### config.mk
export PLATFORM = sky130hd
export DESIGN_NAME = fuzz_sig_compactor
export DESIGN_NICKNAME = d
export VERILOG_FILES = /design/src/rtl/fuzz_sig_pkg.sv /design/src/rtl/fuzz_misr_step.sv /design/src/rtl/fuzz_sig_compactor.sv
export SDC_FILE = /design/constraint.sdc
export NUM_CORES = 1
export LEC_CHECK = 0
export CORE_MARGIN = 2
export CORE_UTILIZATION = 42
export CTS_CLUSTER_DIAMETER = 100
export DETAILED_ROUTE_END_ITERATION = 7
export PLACE_DENSITY_LB_ADDON = 0.08
export SLEW_MARGIN = 30
export SYNTH_ARGS = -nofsm -noshare
export SYNTH_HDL_FRONTEND = slang
export SYNTH_SLANG_ARGS = --single-unit
### constraint.sdc
create_clock -name clk -period 2.9 [get_ports clk]
set_input_delay 0.435 -clock clk [delete_from_list [all_inputs] [get_ports clk]]
set_output_delay 0.435 -clock clk [all_outputs]
set_load 0.005 [all_outputs]
### src/rtl/fuzz_sig_pkg.sv
// Shared types and constants for the output-bus signature compactor.
package fuzz_sig_pkg;

  typedef enum logic [1:0] {
    IDLE = 2'd0,
    RUN  = 2'd1,
    DONE = 2'd2
  } state_e;

  localparam logic [31:0] DEF_POLY = 32'h04C11DB7;
  localparam logic [31:0] DEF_SEED = 32'hFFFFFFFF;

  // Width of the data bus after zero-padding up to a whole number of
  // signature-sized chunks.
  function automatic int fold_width(input int data_w, input int sig_w);
    return ((data_w + sig_w - 1) / sig_w) * sig_w;
  endfunction

endpackage

### src/rtl/fuzz_misr_step.sv
// One MISR step: fold the data bus down to SIG_W bits, then shift the
// signature left with polynomial feedback and XOR the fold in.
module fuzz_misr_step
  import fuzz_sig_pkg::*;
#(
  parameter int               DATA_W = 159,
  parameter int               SIG_W  = 32,
  parameter logic [SIG_W-1:0] POLY   = SIG_W'(DEF_POLY)
) (
  input  logic [SIG_W-1:0]  sig_in,
  input  logic [DATA_W-1:0] data_in,
  output logic [SIG_W-1:0]  sig_out
);

  localparam int FOLD_W  = fold_width(DATA_W, SIG_W);
  localparam int N_CHUNK = FOLD_W / SIG_W;

  logic [FOLD_W-1:0] padded;
  logic [SIG_W-1:0]  fold;

  // XOR all chunks of the zero-extended bus, then apply shift and feedback.
  always_comb begin
    padded = FOLD_W'(data_in);
    fold   = '0;
    for (int i = 0; i < N_CHUNK; i++) begin
      fold = fold ^ padded[i*SIG_W +: SIG_W];
    end
    sig_out = {sig_in[SIG_W-2:0], 1'b0}
            ^ (sig_in[SIG_W-1] ? POLY : '0)
            ^ fold;
  end

endmodule

### src/rtl/fuzz_sig_compactor.sv
// Compacts a programmable window of valid output-bus samples into a MISR
// signature and reports completion with a one-cycle done pulse.
//
//   state | meaning
//   IDLE  | waiting for start; holds last signature, count and sig_valid
//   RUN   | compacting valid samples until the latched count is reached
//   DONE  | single cycle: done=1, signature final, then back to IDLE
module fuzz_sig_compactor
  import fuzz_sig_pkg::*;
#(
  parameter int               DATA_W = 159,
  parameter int               SIG_W  = 32,
  parameter logic [SIG_W-1:0] POLY   = SIG_W'(DEF_POLY),
  parameter logic [SIG_W-1:0] SEED   = SIG_W'(DEF_SEED),
  parameter int               CNT_W  = 16
) (
  input  logic              clk,
  input  logic              rst_n,
  input  logic              start,
  input  logic [CNT_W-1:0]  num_cycles,
  input  logic [DATA_W-1:0] data_in,
  input  logic              data_valid,
  output logic              busy,
  output logic              done,
  output logic              sig_valid,
  output logic [SIG_W-1:0]  signature,
  output logic [CNT_W-1:0]  sample_count
);

  state_e            state_q, state_d;
  logic              busy_q, busy_d;
  logic              done_q, done_d;
  logic              sig_valid_q, sig_valid_d;
  logic [SIG_W-1:0]  sig_q, sig_d;
  logic [CNT_W-1:0]  cnt_q, cnt_d;
  logic [CNT_W-1:0]  target_q, target_d;
  logic [SIG_W-1:0]  sig_next;
  logic [CNT_W-1:0]  cnt_inc;

  fuzz_misr_step #(
    .DATA_W (DATA_W),
    .SIG_W  (SIG_W),
    .POLY   (POLY)
  ) u_step (
    .sig_in  (sig_q),
    .data_in (data_in),
    .sig_out (sig_next)
  );

  assign cnt_inc = cnt_q + CNT_W'(1);

  // Next-state and next-output decode for the capture FSM.
  always_comb begin
    state_d     = state_q;
    busy_d      = busy_q;
    done_d      = 1'b0;
    sig_valid_d = sig_valid_q;
    sig_d       = sig_q;
    cnt_d       = cnt_q;
    target_d    = target_q;
    case (state_q)
      IDLE: begin
        if (start) begin
          sig_d       = SEED;
          cnt_d       = '0;
          sig_valid_d = 1'b0;
          target_d    = num_cycles;
          state_d     = RUN;
          // An empty window passes through RUN once without sampling, so
          // busy stays low and done lands at the same latency as a
          // one-sample window.
          busy_d      = (num_cycles != '0);
        end
      end
      RUN: begin
        if (target_q == '0) begin
          state_d     = DONE;
          busy_d      = 1'b0;
          done_d      = 1'b1;
          sig_valid_d = 1'b1;
        end else if (data_valid) begin
          sig_d = sig_next;
          cnt_d = cnt_inc;
          if (cnt_inc == target_q) begin
            state_d     = DONE;
            busy_d      = 1'b0;
            done_d      = 1'b1;
            sig_valid_d = 1'b1;
          end
        end
      end
      DONE: begin
        state_d = IDLE;
      end
      default: begin
        state_d = IDLE;
        busy_d  = 1'b0;
      end
    endcase
  end

  // State and output registers with synchronous active-low reset.
  always_ff @(posedge clk) begin
    if (!rst_n) begin
      state_q     <= IDLE;
      busy_q      <= 1'b0;
      done_q      <= 1'b0;
      sig_valid_q <= 1'b0;
      sig_q       <= '0;
      cnt_q       <= '0;
      target_q    <= '0;
    end else begin
      state_q     <= state_d;
      busy_q      <= busy_d;
      done_q      <= done_d;
      sig_valid_q <= sig_valid_d;
      sig_q       <= sig_d;
      cnt_q       <= cnt_d;
      target_q    <= target_d;
    end
  end

  assign busy         = busy_q;
  assign done         = done_q;
  assign sig_valid    = sig_valid_q;
  assign signature    = sig_q;
  assign sample_count = cnt_q;

endmodule

==> results of run 1 <==
## report_power, final
part	internal [µW]	switching (µW)
Sequential	1060	120
Clock	708	394
Combinational	859	599
Total	2620	1110
## layout by cell type, fill, tap and decap left out, drive strengths merged, types with 3 or more instances in the layout
cell           Yosys  layout
and3               5       5
dfxtp             69      69
clkdlybuf4s50      0     229
a31oi              3       3
xnor2            171     171
nor2              21      21
nand2             48      48
o21ai             15      15
mux2i              3       3
nor4              11      11
a211oi            33      33
clkbuf            21      12
nand4              8       8
nand3b             5       5
xor2              20      20
a21oi             36      36
nor3              37      37
inv                6       6
or3                5       5
nand3              9       9
o22ai              5       5
buf               15      12
## area by class of cell
cell class                      count  area (µm²)
Fill cell                         996        3770
Timing Repair Buffer              241        2390
Clock buffer                       12         256
Clock inverter                      3        45.0
Inverter                            6        22.5
Sequential cell                    69        1380
Tap cell                          143         179
Multi-Input combinational cell    462        3270
## worst max-delay path: stages, from the launching register on
cell and delay (ns):
dfxtp_1 0.45, ha_1 0.36, nand3_2 0.24, nor2_2 0.28
o311ai_0 0.19, a221o_1 0.36, nor4b_4 0.38, o22ai_1 0.14
## logic make-up after synthesis
logic type,after synthesis
xor+xnor,191
simple gates,159
compound gates,108
flops,69
buf+inv,42
mux,3
fa+ha+maj,1
## through the flow
step | setup WS, ns | utilization
after global routing | 0.143 | 0.667
after CTS | 0.392 | 0.667
after floorplan | 0.575 | -
final | 0.369 | 0.667
after global placement | 0.551 | 0.640
after detailed placement | 0.416 | 0.640
## registers in the layout, summed over array words and instances, names as in the netlist
signal / cells
target_q: 16
sig_valid: 1
signature: 32
state_q: 2
busy: 1
sample_count: 16
done: 1
## how the worst max path moves through the flow
stage | startpoint | cells after the start | slack (ns) | to
4_1_cts | sample_count[1]$_SDFFE_PN0P_ | 7 | 0.39 | state_q[0]$_SDFFE_PN0P_
3_5_place_dp | sample_count[1]$_SDFFE_PN0P_ | 7 | 0.42 | state_q[0]$_SDFFE_PN0P_
5_1_grt | sample_count[1]$_SDFFE_PN0P_ | 7 | 0.14 | state_q[0]$_SDFFE_PN0P_
2_1_floorplan | sample_count[0]$_SDFFE_PN0P_ | 8 | 0.58 | state_q[0]$_SDFFE_PN0P_
3_3_place_gp | sample_count[1]$_SDFFE_PN0P_ | 7 | 0.55 | state_q[0]$_SDFFE_PN0P_
6_report | sample_count[1]$_SDFFE_PN0P_ | 7 | 0.37 | state_q[0]$_SDFFE_PN0P_
## per-layer routing
layer  routed length, µm  share of wire  vias to the layer above  global-route usage
li1                    -              -                     2416                   -
met1                5850           0.39                     2253               0.266
met2                7820           0.52                      150               0.456
met3                 837          0.056                       33              0.0585
met4                 555          0.037                        0               0.109
met5                   0              0                        -                   0
==> impl_metrics.csv, run 1 <==
group,metric,value,unit
status,status,"finished, final reports clean",
logic_synthesis,ys_warn_count,0,
min_path,hold_depth,2,
logic_synthesis,yosys.area_share.simple,0.179,
drt,viasPerCell,5.18,
die,initial_core_util,0.426,
clock_network,insertion_delay,0.33,ns
setup_path,crit_fanout,8,
pwr,irDropWorstVdd,0.315,mV
final_layout,syn_to_final_growth,56.6,%
logic_synthesis,ys_seq_area_frac,0.287,
min_path,hold_start,"target_q[12]$_SDFFE_PN0P_",
drt,dr.pass1.iters,4,
sta,rsz0062_at_grt,"no",
final_layout,fin_nets,969,
sta,hold_viol,0,
sta,tightest_slew,0.635,ns
logic_synthesis,ys.flop_type,"dfxtp_1",
grt,globalRouteOverflowTotal,0,
logic_synthesis,synth_common_cells,"171 x xnor2_1, 69 x dfxtp_1, 48 x nand2_1",
placement,dp.cells,921,
sta,finalCritPeriodShare,0.873,
pwr,leakagePower,0.00255,µW
setup_path,critPathLaunchType,"register",
drt,detail-route-antenna-nets,0,
placement,io_buffers,229,
sta,fmax,395,MHz
die,die_h,111,µm
setup_path,path_class,"reg -> reg",
logic_synthesis,ys_types,52,
die,num_io_pins,230,
grt,grt_pass1_wl,24500,µm
setup_path,critPathCaptureType,"register",
flow_run,drv_cap,0,
clock_network,hold_buffers,0,
sta,drv_slew,0,
sta,hold_ws,0.498,ns
clock_network,clock_path_buffers,2,
grt,antenna_found_initial,0,
setup_path,r2r_end,"state_q[0]$_SDFFE_PN0P_",
sta,skew,0.00909,ns
drt,wire_per_inst,16.1,µm
logic_synthesis,synth-adder-area-share,0.00260,
min_path,hold_end,"target_q[12]$_SDFFE_PN0P_",
setup_path,worst-endpoint-arrival,2.72,ns
final_layout,design_area,7550,µm²
logic_synthesis,synth-seq-cells,69,
logic_synthesis,synth.top_cell.area_share,0.311,
logic_synthesis,synth-compound-area-share,0.143,
die,die_area,12300,µm²
logic_synthesis,syn_nets,753,
logic_synthesis,synthMuxAreaShare,0.00623,
logic_synthesis,avgSynthCellArea,8.41,µm²
min_path,hold_path_class,"reg -> reg",
drt,wl,15100,µm
drt,drt_iter0_markers,292,
pwr,power.density,495,nW/µm²
clock_network,h-tree-depth,3,
logic_synthesis,synthXorXnorAreaFrac,0.347,
clock_network,clk_pin_slew,0.06,ns
setup_path,r2r_cells,7,
grt,globalRouteTotalUtil,0.247,
placement,dpl.hpwl,12400,µm
drt,drc_errors,0,
logic_synthesis,yosys-top-cells-area,"xnor2_1 31%, dfxtp_1 29%, a211oi_1 5.1%",
grt,grt_max_degree,70,
grt,grt_pass1_vias,4937,
placement,place_area,7250,µm²
setup_path,r2r_setup_slack,0.37,ns
clock_network,cts_buffers,9,
clock_network,cts.sinks,69,
logic_synthesis,post-synth-top-count-cell,"xnor2_1",
setup_path,cp.required,3.09,ns
drt,num_vias,4852,
setup_path,r2r_start,"sample_count[1]$_SDFFE_PN0P_",
sta,relSlewSlack,0.572,
logic_synthesis,syn-cell-area,4820,µm²
final_layout,drive_gt1_frac,0.0517,
logic_synthesis,yosysTopAreaCell,"xnor2_1",
die,die_w,111,µm
logic_synthesis,synth_top_family_by_area,"XOR/XNOR gates",
clock_network,cts-root-buf,"clkbuf_16",
clock_network,cts_setup_buffers,0,
final_layout,stdcell_count,936,
logic_synthesis,syn_inst,573,
logic_synthesis,synthArstFlopShare,0,
sta,min_period,2.53,ns
logic_synthesis,synth_edf_count,0,
clock_network,cts_resized,0,
clock_network,cts_tree,"yes",
die,core,11300,µm²
placement,place.gp.congestion,0.937,
pwr,total_power,3740,µW
sta,setup_viol,0,
sta,final.setup.tns,0,ns
die,rows,39,
final_layout,antenna_cells,0,
Note: power is estimated with default switching activity, not from simulation.
==> run 2: changes to the inputs <==
--- a/config.mk
+++ b/config.mk
@@ -14,3 +14,4 @@
 export SYNTH_ARGS = -nofsm -noshare
 export SYNTH_HDL_FRONTEND = slang
 export SYNTH_SLANG_ARGS = --single-unit
+export TNS_END_PERCENT = 30
==> results of run 2 <==
The final DEF is identical to that of run 1; final timing and power are the same.
